<file path="src/rtl/i2c_sensor_poller_pkg.sv">
// Shared constants and state encodings for the I2C sensor poller and its transaction launcher.
package i2c_pkg;

  localparam logic [6:0] DEV_ADDR = 7'h48;
  localparam logic [1:0] REG_DATA = 2'd0;
  localparam logic [1:0] REG_CFG  = 2'd1;

  typedef enum logic [2:0] {
    ST_IDLE,
    ST_LAUNCH,
    ST_WAIT_BUSY,
    ST_WAIT_DONE,
    ST_EVAL,
    ST_WAIT_PERIOD
  } poller_state_t;

  typedef enum logic [1:0] {
    L_IDLE,
    L_WAIT_BUSY,
    L_WAIT_DONE,
    L_DRAIN
  } launch_state_t;

  function automatic logic [3:0] sat_inc4(input logic [3:0] v);
    return (v == 4'hF) ? v : v + 4'd1;
  endfunction

endpackage

</file>
<file path="src/rtl/i2c_sensor_poller_if.sv">
// Command/status bundle between the poller and the downstream I2C master.
interface i2c_sensor_poller_if;
  logic        m_start;
  logic        m_op_read;
  logic [1:0]  m_reg_addr;
  logic [15:0] m_wr_word;
  logic [15:0] m_rd_word;
  logic        m_busy;
  logic        m_nack_abort;

  modport master (
    output m_start, m_op_read, m_reg_addr, m_wr_word,
    input  m_rd_word, m_busy, m_nack_abort
  );

  modport slave (
    input  m_start, m_op_read, m_reg_addr, m_wr_word,
    output m_rd_word, m_busy, m_nack_abort
  );
endinterface

</file>
<file path="src/rtl/i2c_sensor_poller_launcher.sv">
// One I2C master transaction: start/busy handshake plus a launch-to-busy-fall watchdog.
module i2c_txn_launcher
  import i2c_pkg::*;
#(
  parameter int unsigned XFER_TO_CYCLES = 200_000
) (
  input  logic        clk,
  input  logic        rst_n,
  input  logic        go,
  input  logic        op,
  input  logic [1:0]  reg_ptr,
  input  logic [15:0] word,
  output logic        done,
  output logic        fail,
  output logic        started,
  output logic [15:0] data,
  i2c_sensor_poller_if.master bus
);

  localparam int unsigned WDW = $clog2(XFER_TO_CYCLES + 1);

  launch_state_t  state, state_nx;
  logic [WDW-1:0] wd;
  logic           timeout;

  assign timeout = (wd >= WDW'(XFER_TO_CYCLES));
  assign started = (state == L_WAIT_DONE);
  assign data    = bus.m_rd_word;

  always_ff @(posedge clk) begin
    if (!rst_n) state <= L_IDLE;
    else        state <= state_nx;
  end

  // done/fail are combinational so the caller captures rd_word/nack the cycle busy falls
  always_comb begin
    state_nx = state;
    done     = 1'b0;
    fail     = 1'b0;
    case (state)
      L_IDLE:      if (go) state_nx = L_WAIT_BUSY;
      L_WAIT_BUSY: begin
        if (timeout)         state_nx = L_DRAIN;
        else if (bus.m_busy) state_nx = L_WAIT_DONE;
      end
      L_WAIT_DONE: begin
        if (!bus.m_busy) begin
          done     = 1'b1;
          fail     = bus.m_nack_abort;
          state_nx = L_IDLE;
        end else if (timeout) begin
          state_nx = L_DRAIN;
        end
      end
      L_DRAIN: begin
        if (!bus.m_busy) begin
          done     = 1'b1;
          fail     = 1'b1;
          state_nx = L_IDLE;
        end
      end
      default: state_nx = L_IDLE;
    endcase
  end

  always_ff @(posedge clk) begin
    if (!rst_n) begin
      bus.m_start    <= 1'b0;
      bus.m_op_read  <= 1'b0;
      bus.m_reg_addr <= 2'd0;
      bus.m_wr_word  <= 16'd0;
      wd             <= '0;
    end else begin
      if (state == L_IDLE) begin
        if (go) begin
          bus.m_start    <= 1'b1;
          bus.m_op_read  <= op;
          bus.m_reg_addr <= reg_ptr;
          bus.m_wr_word  <= word;
          wd             <= WDW'(1);
        end
      end else if (!timeout) begin
        wd <= wd + WDW'(1);
      end
      // master ticks slowly: start stays up until busy is seen or the watchdog gives up
      if (state == L_WAIT_BUSY && (bus.m_busy || timeout))
        bus.m_start <= 1'b0;
    end
  end

endmodule

</file>
<file path="src/rtl/i2c_sensor_poller.sv">
// Sensor poll sequencer: config write once, then periodic data reads with retry/err tracking.
// Optional threshold alarm with hysteresis enabled by defining POLLER_ALARM_EN.
module i2c_sensor_poller
  import i2c_pkg::*;
#(
  parameter int unsigned POLL_CYCLES    = 10_000_000,
  parameter logic [1:0]  CFG_REG        = REG_CFG,
  parameter logic [15:0] CFG_WORD       = 16'h60A0,
  parameter logic [1:0]  DATA_REG       = REG_DATA,
  parameter int unsigned MAX_RETRY      = 3,
  parameter int unsigned XFER_TO_CYCLES = 200_000
) (
  input  logic               clk,
  input  logic               rst_n,
  input  logic               en,
  i2c_sensor_poller_if.master mbus,
  output logic [15:0]        sample_data,
  output logic               sample_valid,
  input  logic               sample_ready,
  output logic               overrun,
  output logic               dev_err,
  input  logic signed [15:0] thr_hi,
  input  logic signed [15:0] thr_lo,
  output logic               alarm
);

  localparam int unsigned TW = $clog2(POLL_CYCLES + 1);

  poller_state_t state, state_nx;
  logic [TW-1:0] timer;
  logic          period_up;
  logic          cfg_done;
  logic [3:0]    retry_cnt;
  logic          res_fail;
  logic [15:0]   res_data;
  logic          go, l_done, l_fail, l_started;
  logic [15:0]   l_data;
  logic          load;

  assign period_up = (timer >= TW'(POLL_CYCLES - 1));
  assign load      = (state == ST_EVAL) && !res_fail && cfg_done;

  i2c_txn_launcher #(.XFER_TO_CYCLES(XFER_TO_CYCLES)) u_launch (
    .clk     (clk),
    .rst_n   (rst_n),
    .go      (go),
    .op      (cfg_done),
    .reg_ptr (cfg_done ? DATA_REG : CFG_REG),
    .word    (CFG_WORD),
    .done    (l_done),
    .fail    (l_fail),
    .started (l_started),
    .data    (l_data),
    .bus     (mbus)
  );

  always_ff @(posedge clk) begin
    if (!rst_n) state <= ST_IDLE;
    else        state <= state_nx;
  end

  always_comb begin
    state_nx = state;
    go       = 1'b0;
    case (state)
      ST_IDLE:      if (en) state_nx = ST_LAUNCH;
      ST_LAUNCH: begin
        go       = 1'b1;
        state_nx = ST_WAIT_BUSY;
      end
      ST_WAIT_BUSY: begin
        if (l_done)         state_nx = ST_EVAL;
        else if (l_started) state_nx = ST_WAIT_DONE;
      end
      ST_WAIT_DONE: if (l_done) state_nx = ST_EVAL;
      // a good cfg write chains straight into the first read; an overdue period relaunches now
      ST_EVAL: begin
        if (!en)                      state_nx = ST_WAIT_PERIOD;
        else if (!res_fail && !cfg_done) state_nx = ST_LAUNCH;
        else if (period_up)           state_nx = ST_LAUNCH;
        else                          state_nx = ST_WAIT_PERIOD;
      end
      ST_WAIT_PERIOD: begin
        if (!en)            state_nx = ST_IDLE;
        else if (period_up) state_nx = ST_LAUNCH;
      end
      default: state_nx = ST_IDLE;
    endcase
  end

  always_ff @(posedge clk) begin
    if (!rst_n) begin
      timer        <= '0;
      cfg_done     <= 1'b0;
      retry_cnt    <= 4'd0;
      res_fail     <= 1'b0;
      res_data     <= 16'd0;
      sample_data  <= 16'd0;
      sample_valid <= 1'b0;
      overrun      <= 1'b0;
      dev_err      <= 1'b0;
    end else begin
      if (state == ST_LAUNCH) timer <= TW'(1);
      else if (!period_up)    timer <= timer + TW'(1);

      if ((state == ST_WAIT_BUSY || state == ST_WAIT_DONE) && l_done) begin
        res_fail <= l_fail;
        res_data <= l_data;
      end

      if (sample_valid && sample_ready) sample_valid <= 1'b0;

      if (state == ST_EVAL) begin
        if (res_fail) begin
          retry_cnt <= sat_inc4(retry_cnt);
          if (sat_inc4(retry_cnt) >= 4'(MAX_RETRY)) dev_err <= 1'b1;
        end else begin
          retry_cnt <= 4'd0;
          if (!cfg_done) cfg_done <= 1'b1;
        end
      end

      if (load) begin
        sample_data  <= res_data;
        sample_valid <= 1'b1;
        if (sample_valid && !sample_ready) overrun <= 1'b1;
      end

      if (!en && (state == ST_IDLE || state == ST_WAIT_PERIOD)) begin
        cfg_done  <= 1'b0;
        retry_cnt <= 4'd0;
        overrun   <= 1'b0;
        dev_err   <= 1'b0;
      end
    end
  end

`ifdef POLLER_ALARM_EN
  always_ff @(posedge clk) begin
    if (!rst_n) begin
      alarm <= 1'b0;
    end else if (load) begin
      if ($signed(res_data) >= thr_hi)     alarm <= 1'b1;
      else if ($signed(res_data) < thr_lo) alarm <= 1'b0;
    end
  end
`else
  logic unused_thr;
  assign unused_thr = ^{thr_hi, thr_lo};
  assign alarm      = 1'b0;
`endif

endmodule

</file>
<file path="src/flat_wrapper.sv">
// flat-port wrapper written by rule: the top's interface ports become plain ports
module i2c_sensor_poller_flat import i2c_pkg::*;
#(
  parameter int unsigned POLL_CYCLES    = 10_000_000,
  parameter logic [1:0]  CFG_REG        = REG_CFG,
  parameter logic [15:0] CFG_WORD       = 16'h60A0,
  parameter logic [1:0]  DATA_REG       = REG_DATA,
  parameter int unsigned MAX_RETRY      = 3,
  parameter int unsigned XFER_TO_CYCLES = 200_000
)
  (clk, rst_n, en, sample_data, sample_valid, sample_ready, overrun, dev_err, thr_hi, thr_lo, alarm, mbus_m_start, mbus_m_op_read, mbus_m_reg_addr, mbus_m_wr_word, mbus_m_rd_word, mbus_m_busy, mbus_m_nack_abort);
  i2c_sensor_poller_if mbus_i ();
  input  logic clk;
  input  logic rst_n;
  input  logic en;
  output logic [15:0] sample_data;
  output logic sample_valid;
  input  logic sample_ready;
  output logic overrun;
  output logic dev_err;
  input  logic signed [15:0] thr_hi;
  input  logic signed [15:0] thr_lo;
  output logic alarm;
  output wire logic [$bits(mbus_i.m_start)-1:0] mbus_m_start;
  output wire logic [$bits(mbus_i.m_op_read)-1:0] mbus_m_op_read;
  output wire logic [$bits(mbus_i.m_reg_addr)-1:0] mbus_m_reg_addr;
  output wire logic [$bits(mbus_i.m_wr_word)-1:0] mbus_m_wr_word;
  input wire logic [$bits(mbus_i.m_rd_word)-1:0] mbus_m_rd_word;
  input wire logic [$bits(mbus_i.m_busy)-1:0] mbus_m_busy;
  input wire logic [$bits(mbus_i.m_nack_abort)-1:0] mbus_m_nack_abort;
  assign mbus_m_start = mbus_i.m_start;
  assign mbus_m_op_read = mbus_i.m_op_read;
  assign mbus_m_reg_addr = mbus_i.m_reg_addr;
  assign mbus_m_wr_word = mbus_i.m_wr_word;
  assign mbus_i.m_rd_word = mbus_m_rd_word;
  assign mbus_i.m_busy = mbus_m_busy;
  assign mbus_i.m_nack_abort = mbus_m_nack_abort;
  i2c_sensor_poller #(.POLL_CYCLES(POLL_CYCLES), .CFG_REG(CFG_REG), .CFG_WORD(CFG_WORD), .DATA_REG(DATA_REG), .MAX_RETRY(MAX_RETRY), .XFER_TO_CYCLES(XFER_TO_CYCLES)) u_core (.clk(clk), .rst_n(rst_n), .en(en), .mbus(mbus_i), .sample_data(sample_data), .sample_valid(sample_valid), .sample_ready(sample_ready), .overrun(overrun), .dev_err(dev_err), .thr_hi(thr_hi), .thr_lo(thr_lo), .alarm(alarm));
endmodule
</file>
<file path="config.mk">
export PLATFORM = sky130hd
export DESIGN_NAME = i2c_sensor_poller_flat
export DESIGN_NICKNAME = d
export VERILOG_FILES = /design/src/rtl/i2c_sensor_poller_pkg.sv /design/src/rtl/i2c_sensor_poller_if.sv /design/src/rtl/i2c_sensor_poller_launcher.sv /design/src/rtl/i2c_sensor_poller.sv /design/src/flat_wrapper.sv
export SDC_FILE = /design/constraint.sdc
export NUM_CORES = 1
export LEC_CHECK = 0
export ABC_CLOCK_PERIOD_IN_PS = 1700
export CAP_MARGIN = 20
export CELL_PAD_IN_SITES_DETAIL_PLACEMENT = 2
export CELL_PAD_IN_SITES_GLOBAL_PLACEMENT = 2
export CORE_MARGIN = 5
export CORE_UTILIZATION = 26
export DETAILED_ROUTE_END_ITERATION = 7
export HOLD_SLACK_MARGIN = 0.05
export PLACE_DENSITY = 0.79
export SKIP_LAST_GASP = 1
export SYNTH_ARGS = -nofsm -noshare
export SYNTH_HDL_FRONTEND = slang
export SYNTH_SLANG_ARGS = --single-unit
</file>
<file path="constraint.sdc">
create_clock -name clk -period 1.7 [get_ports clk]
set_clock_uncertainty 0.05 [all_clocks]
set_input_delay 0.51 -clock clk [delete_from_list [all_inputs] [get_ports clk]]
set_output_delay 0.51 -clock clk [all_outputs]
set_load 0.005 [all_outputs]
</file>
==> out/results.ini <==
[die]
rows = 47
die_y_um = 140
dieArea_um2 = 19600
initial_core_util = 0.264
core_um2 = 16600
num_io_pins = 94
die_w_um = 140

[clock_network]
cts-hold-fix-buffers = 0
cts_tree = yes
cts_buffers = 9
clk_pin_slew_ns = 0.08
clkLatencyLatePin_ns = 0.37
cts_max_path_buffers = 2
htreeDepth = 3
clock_sinks = 92
clockRootBuffer = clkbuf_16

[yosys]
synth_area_leaders = dfxtp_1, nand2_1, a21oi_1
yosysWarnings = 0
synth_top_area_frac = 0.420
avgSynthCellArea_um2 = 7.99
yosysSeqAreaShare = 0.420
synth_area_um2 = 4390
synth.largest_area_cell = dfxtp_1
netlist_instances = 549
ys_types = 60
synth-main-ff-cell = dfxtp_1
synth_edf_count = 0
ys_ff_latch = 92
async_flop_share = 0

[drt]
wl_per_cell_um = 20.8
ant_nets = 0
vias_per_cell = 5.20
first_pass_iters = 4
first_iter_violations = 150
drt_wl_total_um = 19600
dr_total_vias = 4911
drc = 0

[power]
ir_drop_v = 0.000572
powerDensity_nw_per_um2 = 872
p_leak_nw = 2.77

[global_route]
grt_max_degree = 21
grt.overflow.total = 0
grt_pass1_vias = 5560
grt_usage = 0.184
antenna_found_initial = 0
grt_first_pass_wirelength_um = 29200

[critical_path]
ff2ff_path_depth = 6
start_kind = flop
end_kind = flop
critPathKind = flop to flop
path_cells = a211o_1 -> o211ai_1 -> nand2_2 -> buf_6 -> or4_4 -> a21oi_2
worstSetupEndpoint = u_core.timer[3]$_SDFFE_PP0P_
rrSetupSlack_ns = -0.39
critPathMaxStageDelay_ns = 0.51
r2r-start = u_core.timer[12]$_SDFFE_PP0P_
crit_slowest_cell = or4_4
reg2reg_to = u_core.timer[3]$_SDFFE_PP0P_
cp-startpoint = u_core.timer[12]$_SDFFE_PP0P_
required_ns = 1.94
critical_path_arrival_ns = 2.33
crit_fanout = 6

[status]
violations = negative setup slack
status = complete, but fails checks

[place]
place.gp.congestion = 0.826
dp_cells = 889
dp_hpwl_um = 11900
portBuffers = 47

[layout]
final_cells = 944
final_cell_mix = buf_4, nand2_1, dfxtp_1, a21oi_1, nor2_1
final_nets = 777
drive_above_1_share = 0.398
syn_to_final_growth_pct = 61.2
layout_commonest_cell = buf_4
diodes = 0

[run]
cap_violations = 0

[timing]
rsz0062_at_grt = true
fin_crit_sh = 1.23
maxSlewViolCount = 0
timing.final.setup_violations = 44
setup_tns_ns = -10.20
worst_slack_ns = -0.386
hold_slack_ns = 0.409
final.min_clock_period_ns = 2.09
final-hold-violation-count = 0
fmax_mhz = 479

[worst_hold_path]
holdCritPathClass = flop to flop

==> repair_timing <==
action                                 CTS  global route
cloned                                   3             2
setup buffers                           21            18
pin swaps                               40            49
endpoints found under the hold margin    0             0
resized for setup                      103            87
setup endpoints to repair               65            55
==> per-layer routing <==
layer,global-route usage,wire length (µm),vias up
met3,0.0494,740,37
li1,-,-,2291
met2,0.348,10700,89
met1,0.194,7630,2494
met4,0.0683,491,0
met5,0,0,-
==> report_power, final <==
| part | switching, W | total (W) | internal (W) |
|---|---|---|---|
| registers | 0.0000757 | 0.00231 | 0.00223 |
| clock network | 0.00110 | 0.00217 | 0.00107 |
| logic | 0.000907 | 0.00169 | 0.000778 |
| total | 0.00208 | 0.00616 | 0.00408 |
==> worst min path at each step <==
stage	cells past startpoint	slack (ns)	to	start
floorplan	2	0.38	u_core.sample_data[0]$_SDFFE_PN0P_	u_core.res_data[0]$_SDFFE_PN0P_
global placement	2	0.39	u_core.sample_data[12]$_SDFFE_PN0P_	u_core.res_data[12]$_SDFFE_PN0P_
detailed placement	2	0.40	u_core.sample_data[7]$_SDFFE_PN0P_	u_core.res_data[7]$_SDFFE_PN0P_
CTS	2	0.41	u_core.sample_data[7]$_SDFFE_PN0P_	u_core.res_data[7]$_SDFFE_PN0P_
global route	2	0.43	u_core.sample_data[7]$_SDFFE_PN0P_	u_core.res_data[7]$_SDFFE_PN0P_
finish	2	0.41	u_core.sample_data[2]$_SDFFE_PN0P_	u_core.res_data[2]$_SDFFE_PN0P_
==> synthesized netlist by cell type, drive strengths merged (3+ instances only) <==
| library cell | n |
|---|---|
| nand2 | 103 |
| dfxtp | 92 |
| a21oi | 67 |
| nor2 | 37 |
| buf | 27 |
| o21ai | 20 |
| nand3 | 16 |
| clkbuf | 15 |
| or3 | 15 |
| nand4 | 14 |
| or4 | 13 |
| and3 | 10 |
| inv | 9 |
| o31ai | 9 |
| nor4 | 8 |
| and2 | 7 |
| a31oi | 5 |
| mux2i | 5 |
| nor3 | 5 |
| ha | 4 |
| nand2b | 4 |
| nor2b | 4 |
| o211ai | 4 |
| o311ai | 4 |
| or2 | 4 |
| a21o | 3 |
| o21a | 3 |
| o41ai | 3 |
==> cell type report <==
type,instances,area [µm²]
flip-flops and latches,92,1890
repair buffers,187,1660
inverters,10,37.5
multi-input cells,419,2890
well taps,220,275
clock inverters,7,86.3
clock buffers,9,225
fillers,1849,9510
==> metrics by stage <==
stage                     total power [W]  setup slack, ns  cell area, µm²   util
after floorplan                   0.00294          -0.0983            4550      -
after global routing              0.00644           -0.495            7070  0.426
after detailed placement          0.00352           -0.394            5810  0.350
final                             0.00616           -0.386            7070  0.426
after global placement            0.00344           -0.239            5810  0.350
after CTS                         0.00612           -0.265            6620  0.399
==> cells by family after synthesis <==
family                   Yosys count  synth area share
buffers and inverters             52            0.0630
XOR/XNOR                           4           0.00799
adder cells (fa/ha/maj)            4            0.0114
multiplexers                       7            0.0165
flip-flops                        92             0.420
AND/OR/NAND/NOR                  250             0.285
AO/OA/AOI/OAI                    139             0.195
other                              1          0.000855
==> critical path: cells and delay by family (launching register included) <==
family                 cells  cell delay, ns
DFF                        1            0.34
and+or+nand+nor            2            0.69
AOI/OAI and AO/OA          3            0.76
buffers and inverters      1            0.17
==> sequential cells by signal (all words and copies together), names as in the netlist, 2 cells and up <==
signal,flops
u_core.state,3
u_core.res_data,16
u_core.retry_cnt,4
u_core.sample_data,16
u_core.u_launch.state,2
u_core.timer,24
u_core.u_launch.wd,18
Power figures use the tool's default switching activity.
